## config.mk

```make
export PLATFORM = sky130hd
export DESIGN_NAME = step_debouncer
export DESIGN_NICKNAME = d
export VERILOG_FILES = /design/src/rtl/step_debouncer.sv
export SDC_FILE = /design/constraint.sdc
export NUM_CORES = 1
export LEC_CHECK = 0
export CAP_MARGIN = 20
export CORE_UTILIZATION = 25
export DETAILED_ROUTE_END_ITERATION = 8
export SYNTH_ARGS = -nofsm -noshare
export SYNTH_HDL_FRONTEND = slang
export SYNTH_SLANG_ARGS = --single-unit
```

## constraint.sdc

```tcl
create_clock -name i_clk -period 1.75 [get_ports i_clk]
set_input_delay 0.35 -clock i_clk [delete_from_list [all_inputs] [get_ports i_clk]]
set_output_delay 0.35 -clock i_clk [all_outputs]
set_load 0.01 [all_outputs]
```

## src/rtl/step_debouncer.sv

```systemverilog
// Single-step button debouncer: synchronises a raw key and the 100 Hz divider output,
// debounces on slow ticks and emits one i_clk-wide core clock enable per accepted press.
// Optional macro AUTO_REPEAT_EN adds auto-repeat of the step pulse while the key is held.
module step_debouncer #(
   parameter int DEB_SAMPLES = 4,
   parameter int CNT_W       = 8
`ifdef AUTO_REPEAT_EN
   ,
   parameter int REPEAT_DELAY  = 50,
   parameter int REPEAT_PERIOD = 10
`endif
) (
   input  logic             i_clk,
   input  logic             i_reset,
   input  logic             i_slow_clk,
   input  logic             i_btn_n,
   input  logic             i_run_mode,
   output logic             o_step_en,
   output logic             o_btn_level,
   output logic [CNT_W-1:0] o_press_cnt
);

`ifdef AUTO_REPEAT_EN
   localparam int REP_MAX = (REPEAT_DELAY > REPEAT_PERIOD) ? REPEAT_DELAY : REPEAT_PERIOD;
   localparam int REP_W   = $clog2(REP_MAX + 1);

   typedef enum logic [1:0] {IDLE, PRESS, HELD, REPEAT} state_t;
`else
   typedef enum logic [1:0] {IDLE, PRESS, HELD} state_t;
`endif

   logic                   btn_meta_q, btn_sync_q;
   logic                   slow_meta_q, slow_sync_q, slow_prev_q;
   logic                   run_meta_q, run_sync_q;
   logic [DEB_SAMPLES-1:0] samples_q, samples_d;
   logic                   level_q, level_d;
   state_t                 state_q, state_d;
   logic [CNT_W-1:0]       press_cnt_q, press_cnt_d;
   logic                   step_en_q, step_en_d;
   logic                   pulse;
   logic                   tick;
`ifdef AUTO_REPEAT_EN
   logic [REP_W-1:0]       rep_cnt_q, rep_cnt_d;
`endif

   // The slow clock is treated as data: its rising edge becomes a one-cycle tick.
   assign tick = slow_sync_q & ~slow_prev_q;

   // NOTE: state flops use non-blocking assignments so every flop samples pre-edge values.
   always_ff @(posedge i_clk or posedge i_reset) begin
      if (i_reset) begin
         btn_meta_q  <= 1'b1;
         btn_sync_q  <= 1'b1;
         slow_meta_q <= 1'b0;
         slow_sync_q <= 1'b0;
         slow_prev_q <= 1'b0;
         run_meta_q  <= 1'b0;
         run_sync_q  <= 1'b0;
         samples_q   <= '0;
         level_q     <= 1'b0;
         state_q     <= IDLE;
         press_cnt_q <= '0;
         step_en_q   <= 1'b0;
`ifdef AUTO_REPEAT_EN
         rep_cnt_q   <= '0;
`endif
      end else begin
         btn_meta_q  <= i_btn_n;
         btn_sync_q  <= btn_meta_q;
         slow_meta_q <= i_slow_clk;
         slow_sync_q <= slow_meta_q;
         slow_prev_q <= slow_sync_q;
         run_meta_q  <= i_run_mode;
         run_sync_q  <= run_meta_q;
         samples_q   <= samples_d;
         level_q     <= level_d;
         state_q     <= state_d;
         press_cnt_q <= press_cnt_d;
         step_en_q   <= step_en_d;
`ifdef AUTO_REPEAT_EN
         rep_cnt_q   <= rep_cnt_d;
`endif
      end
   end

   // NOTE: every always_comb output gets a default first so no path can infer a latch.
   always_comb begin
      samples_d = samples_q;
      level_d   = level_q;
      if (tick) begin
         samples_d = {samples_q[DEB_SAMPLES-2:0], ~btn_sync_q};
      end
      // A mixed sample window holds the previous level.
      if (&samples_q) begin
         level_d = 1'b1;
      end else if (~|samples_q) begin
         level_d = 1'b0;
      end
   end

   always_comb begin
      state_d = state_q;
      pulse   = 1'b0;
`ifdef AUTO_REPEAT_EN
      rep_cnt_d = rep_cnt_q;
`endif
      case (state_q)
         IDLE: begin
`ifdef AUTO_REPEAT_EN
            rep_cnt_d = '0;
`endif
            if (level_q) begin
               state_d = PRESS;
            end
         end
         PRESS: begin
            pulse   = 1'b1;
            state_d = HELD;
         end
         HELD: begin
            if (!level_q) begin
               state_d = IDLE;
`ifdef AUTO_REPEAT_EN
               rep_cnt_d = '0;
            end else if (tick) begin
               if (rep_cnt_q == REP_W'(REPEAT_DELAY - 1)) begin
                  state_d   = REPEAT;
                  pulse     = 1'b1;
                  rep_cnt_d = '0;
               end else begin
                  rep_cnt_d = rep_cnt_q + REP_W'(1);
               end
`endif
            end
         end
`ifdef AUTO_REPEAT_EN
         REPEAT: begin
            if (!level_q) begin
               state_d   = IDLE;
               rep_cnt_d = '0;
            end else if (tick) begin
               if (rep_cnt_q == REP_W'(REPEAT_PERIOD - 1)) begin
                  pulse     = 1'b1;
                  rep_cnt_d = '0;
               end else begin
                  rep_cnt_d = rep_cnt_q + REP_W'(1);
               end
            end
         end
`endif
         default: state_d = IDLE;
      endcase
   end

   // Run mode forces the enable high but the press FSM and counter keep working.
   assign press_cnt_d = pulse ? press_cnt_q + CNT_W'(1) : press_cnt_q;
   assign step_en_d   = run_sync_q | pulse;

   assign o_step_en   = step_en_q;
   assign o_btn_level = level_q;
   assign o_press_cnt = press_cnt_q;

endmodule
```

==> impl_metrics.tcl, run 1 <==
set metrics [dict create \
    gp_congestion 0.770 \
    ant_nets 0 \
    final_cells 122 \
    power.leakage_nw 0.460 \
    netlist_top_cells_area "dfrtp_1 (63%), xnor2_1 (7.4%), dfstp_2 (6.3%), mux2_2 (4.1%), nand4_1 (3.8%)" \
    synth_top_area_cell "dfrtp_1" \
    avgSynthCellArea_um2 13.8 \
    worstMarginPinSlew_ps 439 \
    grt_pass1_vias 505 \
    crit_type "flop to output pin" \
    drcViolationCount 0 \
    num_vias 499 \
    fin_crit_ps 1650 \
    finalMaxSlewViolations 0 \
    row_count 20 \
    grt_use_total_pct 8.07 \
    regArea_um2 579 \
    cts_inserted_buffers 3 \
    routedWlPerCell_um 9.52 \
    rsz0062_at_grt "false" \
    final_core_util_pct 34.0 \
    routed.top_layer "met3" \
    antenna_cells 0 \
    drt-total-wl_um 1160 \
    syn_inst 60 \
    max_cap_viol_count 0 \
    crit_chain "clkdlybuf4s50_1" \
    synth-seq-cells 23 \
    cts-root-buf "clkbuf_4" \
    fin_crit_sh_pct 94.4 \
    crit_slowest_cell "clkdlybuf4s50_1" \
    fin_ws_ps 97.5 \
    startpoint_type "flop" \
    top_level_ports 15 \
    seq_area_frac_synth_pct 69.8 \
    die_x_um 59.6 \
    drt_iter0_drc 11 \
    dr_wl_met3_um 93 \
    clockBufferDepth 2 \
    start_util_pct 26.7 \
    placed_cells 118 \
    detailroute.wirelength.met2_um 549 \
    multi_input_area_um2 241 \
    postCtsSetupBuffers 0 \
    hold_depth 0 \
    cp_max_fo 6 \
    grt-ovfl-total 0 \
    irDropWorstVdd_mv 0.400 \
    insertion_delay_ps 300 \
    timing.fmax_mhz 605 \
    vias_per_cell 4.09 \
    cts_num_sinks 23 \
    status "finished, final reports clean" \
    dieArea_mm2 0.00355 \
    firstDrtPassIters 2 \
    p_per_area_mw_per_mm2 1000 \
    max_stage_delay_ps 560 \
    fin_setup_tns_ps 0 \
    finClkSkew_ps 5.34 \
    die_y_um 59.6 \
    setup_violations 0 \
    crit_family "buffers and inverters" \
    r2r_cells 3 \
    endpoint_kind "output pin" \
    cp.required_ps 1400 \
    report.final.hold_viol_count 0 \
    areaGrowthSynthToFinish_pct 27.2 \
    grt_max_degree 24 \
    grt_pass1_wl_um 2130 \
    nets 85 \
    ys_warn_count 0 \
    drive_gt1_share_pct 12.8 \
    portBuffers 14 \
    synthesis.nets 66 \
    maxSlewHeadroom_pct 70.6 \
    syn-cell-area_um2 828 \
    cts_tree "yes" \
    wirelength_met1_um 518 \
    place_hpwl_um 850 \
    preCtsSetupSlack_ps 418 \
    synth.distinct_cells 20 \
    hold_class "flop to flop" \
    antenna_found_initial 0 \
    h-tree-depth 1 \
    yosysTopAreaCellShare_pct 63.4 \
    critPathArrivalTime_ps 1300 \
    core-area_mm2 0.00310 \
    nFillCells 334 \
    critPathBufInv 1 \
    cts.clk_slew.worst_paths_ps 110 \
    cp.depth 1 \
]
==> placed cells by master, fill, tap and decap left out <==
cell type	instances
and3_1	2
nor2_1	1
dfstp_2	2
nand4_1	5
nor2b_1	1
buf_4	1
clkdlybuf4s50_1	14
nand2_1	6
a31oi_1	1
mux2_2	3
xnor2_1	7
clkbuf_1	1
clkbuf_4	3
nand3b_1	1
or2b_1	1
o21ai_0	1
nand2b_1	2
dfrtp_2	1
ha_1	1
or3_1	1
a21oi_1	1
nor3b_1	1
dfrtp_1	20
inv_1	1
==> final cells by class <==
type | instances | share of cell area, %
inverters | 1 | 0.356
multi-input cells | 35 | 22.9
clock buffers | 4 | 2.49
repair buffers | 15 | 14.0
flip-flops and latches | 23 | 55.0
well taps | 44 | 5.23
==> registers in the layout (all words and copies together) (netlist names) <==
signal and count:
btn_meta_q 1, o_press_cnt 8, slow_meta_q 1, state_q 2
o_step_en 1, slow_sync_q 1, btn_sync_q 1, samples_q 4
slow_prev_q 1, run_meta_q 1, run_sync_q 1, o_btn_level 1
==> cell usage after synthesis <==
cell	count
a21oi_1	1
a31oi_1	1
and3_1	2
buf_2	1
dfrtp_1	21
dfstp_2	2
ha_1	1
inv_1	1
mux2_2	3
nand2_1	6
nand2b_1	2
nand3b_1	1
nand4_1	5
nor2_1	1
nor2b_1	1
nor3b_1	1
o21ai_0	1
or2b_1	1
or3_1	1
xnor2_1	7
==> per-layer routing <==
metal | GRT usage [%] | up-vias
met5 | 0 | -
met4 | 1.99 | 0
met3 | 3.93 | 0
met2 | 13.6 | 16
met1 | 9.12 | 243
li1 | - | 240
==> through the flow <==
| stage | power (mW) | hold slack [ps] | cell area [um^2] |
|---|---|---|---|
| global route | 1.14 | 374 | 1050 |
| global placement | 0.829 | 336 | 1030 |
| CTS | 1.07 | 362 | 1050 |
| detailed placement | 0.838 | 337 | 1030 |
| finish | 1.06 | 361 | 1050 |
| floorplan | 0.750 | 331 | 828 |
==> worst reg2reg max path: cells and delay by family (launching register included) <==
| kind | cells | cell delay [ps] |
|---|---|---|
| flip-flops | 1 | 430 |
| XOR/XNOR | 1 | 160 |
| AND/OR/NAND/NOR | 2 | 560 |
==> path summary, 6_finish.rpt <==
check / start / to / slack (ps)
setup reg to reg: state_q[1] / o_press_cnt[7] / 510
hold reg to reg: run_meta_q / run_sync_q / 360
hold / removal: run_meta_q / run_sync_q / 360
min in group asynchronous: i_reset / o_btn_level / 370
max in group asynchronous: i_reset / btn_meta_q / 1100
setup / recovery: o_press_cnt[1] / o_press_cnt[1] / 100
==> timing repair <==
action,CTS,global route
gates resized for setup,0,1
hold buffers,0,0
endpoints found under the setup margin,0,1
==> where the power goes <==
part	internal (mW)	switching [mW]	total [mW]	leakage, nW
Combinational	0.103	0.0681	0.171	0.154
Clock	0.0887	0.140	0.229	0.0150
Sequential	0.596	0.0599	0.656	0.291
==> kinds of logic after synthesis <==
kind of cell | after synthesis | synth area share [%]
AO/OA/AOI/OAI | 3 | 1.96
AND/OR/NAND/NOR | 21 | 14.2
multiplexers | 3 | 4.08
flip-flops | 23 | 69.8
adder cells (fa/ha/maj) | 1 | 1.51
XOR/XNOR | 7 | 7.40
buffers and inverters | 2 | 1.06
Note: power is estimated with default switching activity, not from simulation.
==> run 2, diff against run 1 <==
Settings changed: DONT_BUFFER_PORTS from default to 1.
==> run 2 against run 1 <==
  * Clock power is essentially flat
  * Design area decreased by 12%
  * Non-clock buffer count fell by 12
  * Sequential cell count stayed put
  * Count of clock-buffer cells in the layout did not move
==> impl_metrics.tcl, run 2 (synthesis results as in run 1) <==
set metrics [dict create \
    power.internal_mw 0.737 \
    grt_pass1_wl_um 2060 \
    max_cap_viol_count 0 \
    p_switching_mw 0.269 \
    ant_nets 0 \
    crit_family "simple AND/OR/NAND/NOR gates" \
    endpoint_kind "flop" \
    h-tree-depth 1 \
    p_per_area_mw_per_mm2 1080 \
    place_hpwl_um 825 \
    grt_max_degree 24 \
    clockBufferDepth 2 \
    fin_setup_tns_ps 0 \
    critPathBufInv 0 \
    cts.clk_slew.worst_paths_ps 110 \
    final_common_cell "dfrtp_1" \
    max_stage_delay_ps 420 \
    status "finished, final reports clean" \
    start_util_pct 26.7 \
    setup_violations 0 \
    fin_crit_ps 1250 \
    seq_power_share_pct 67.2 \
    firstDrtPassIters 2 \
    antenna_cells 0 \
    power.share.switching_pct 26.7 \
    irDropWorstVdd_mv 0.635 \
    startpoint_type "flop" \
    cts-root-buf "clkbuf_4" \
    timing.fmax_mhz 800 \
    fin_crit_sh_pct 71.5 \
    finalMaxSlewViolations 0 \
    cts_tree "yes" \
    clock_power_share_pct 23.0 \
    nets 73 \
    die_x_um 59.6 \
    drcViolationCount 0 \
    num_vias 469 \
    insertion_delay_ps 300 \
    top_level_ports 15 \
    worstMarginPinSlew_ps 433 \
    drive_gt1_share_pct 13.6 \
    comb_power_share_pct 9.7 \
    critPathArrivalTime_ps 1450 \
    largest_reg_flops 8 \
    grt_pass1_vias 492 \
    core-area_mm2 0.00310 \
    final_core_util_pct 30.0 \
    die_y_um 59.6 \
    power.leakage_nw 0.419 \
    crit_type "flop to flop" \
    postCtsSetupBuffers 0 \
    rsz0062_at_grt "false" \
    cts-resized-gates 0 \
    portBuffers 0 \
    row_count 20 \
    grt-ovfl-total 0 \
    crit_slowest_cell "dfrtp_1" \
    drt_iter0_drc 57 \
    hold_class "primary input to flop" \
    grt_use_total_pct 8.08 \
    antenna_found_initial 0 \
    cts_inserted_buffers 3 \
    mostFrequentLayoutCells "dfrtp_1 (21), xnor2_1 (7), nand2_1 (6)" \
    report.final.hold_viol_count 0 \
    maxSlewHeadroom_pct 71.1 \
    dieArea_mm2 0.00355 \
    routedWlPerCell_um 10.8 \
    drt-total-wl_um 1190 \
    cp.required_ps 1950 \
    cp_max_fo 7 \
    cts_num_sinks 23 \
    rrSetupSlack_ps 500 \
    areaGrowthSynthToFinish_pct 12.5 \
    gp_congestion 0.757 \
    crit_chain "nor2b_1 -> nand4_1 -> xnor2_1" \
    finClkSkew_ps 3.80 \
    vias_per_cell 4.26 \
]
==> run 2: worst register-to-register path, stage by stage, from the launching register on <==
cell and delay (ps):
dfrtp_1 420, nor2b_1 370, nand4_1 200, xnor2_1 160
==> run 2: layout make-up <==
cell class	instances	area, um^2
multi-input cells	35	241
flip-flops and latches	23	578
inverters	1	3.75
fillers	339	2170
clock buffers	4	26.3
repair buffers	3	27.5
well taps	44	55.1
==> run 2: power by group through the flow <==
stage	clock (mW)	combinational [mW]	sequential, mW
after floorplan	0	0.0842	0.666
after global placement	0	0.0929	0.682
after detailed placement	0	0.0970	0.689
after CTS	0.245	0.0990	0.678
after global routing	0.270	0.119	0.687
final	0.232	0.0980	0.676
==> run 2: worst paths after layout <==
kind	end	from	depth (start not counted)
hold reg to reg	run_sync_q	run_meta_q	0
min in group asynchronous	slow_sync_q	i_reset	3
setup reg to reg	o_press_cnt[3]	state_q[1]	3
hold / removal	slow_meta_q	i_slow_clk	0
max in group asynchronous	btn_sync_q	i_reset	3
setup / recovery	o_press_cnt[3]	state_q[1]	3
==> run 2: repair_timing <==
item / in CTS / in global routing
hold buffers: 1 / 1
setup endpoints to repair: 0 / 0
endpoints found under the hold margin: 21 / 1
==> run 2: metal layers <==
metal | GRT usage [%] | wire length, um | vias up
met5 | 0 | 0 | -
met4 | 1.99 | 0 | 0
met3 | 5.24 | 122 | 0
met2 | 13.8 | 573 | 17
met1 | 8.17 | 492 | 237
li1 | - | - | 215
==> run 2: stage by stage <==
| step | hold WS (ps) | power [mW] | worst slack [ps] | std cells | cell area [um^2] |
|---|---|---|---|---|---|
| 6_report | 66.2 | 1.01 | 500 | 110 | 932 |
| 5_1_grt | 31.9 | 1.08 | 379 | 110 | 932 |
| 4_1_cts | 19.1 | 1.02 | 485 | 109 | 922 |
| 3_5_place_dp | 297 | 0.786 | 509 | 104 | 886 |
| 3_3_place_gp | 293 | 0.775 | 581 | 104 | 886 |
| 2_1_floorplan | 331 | 0.750 | 727 | 60 | 828 |
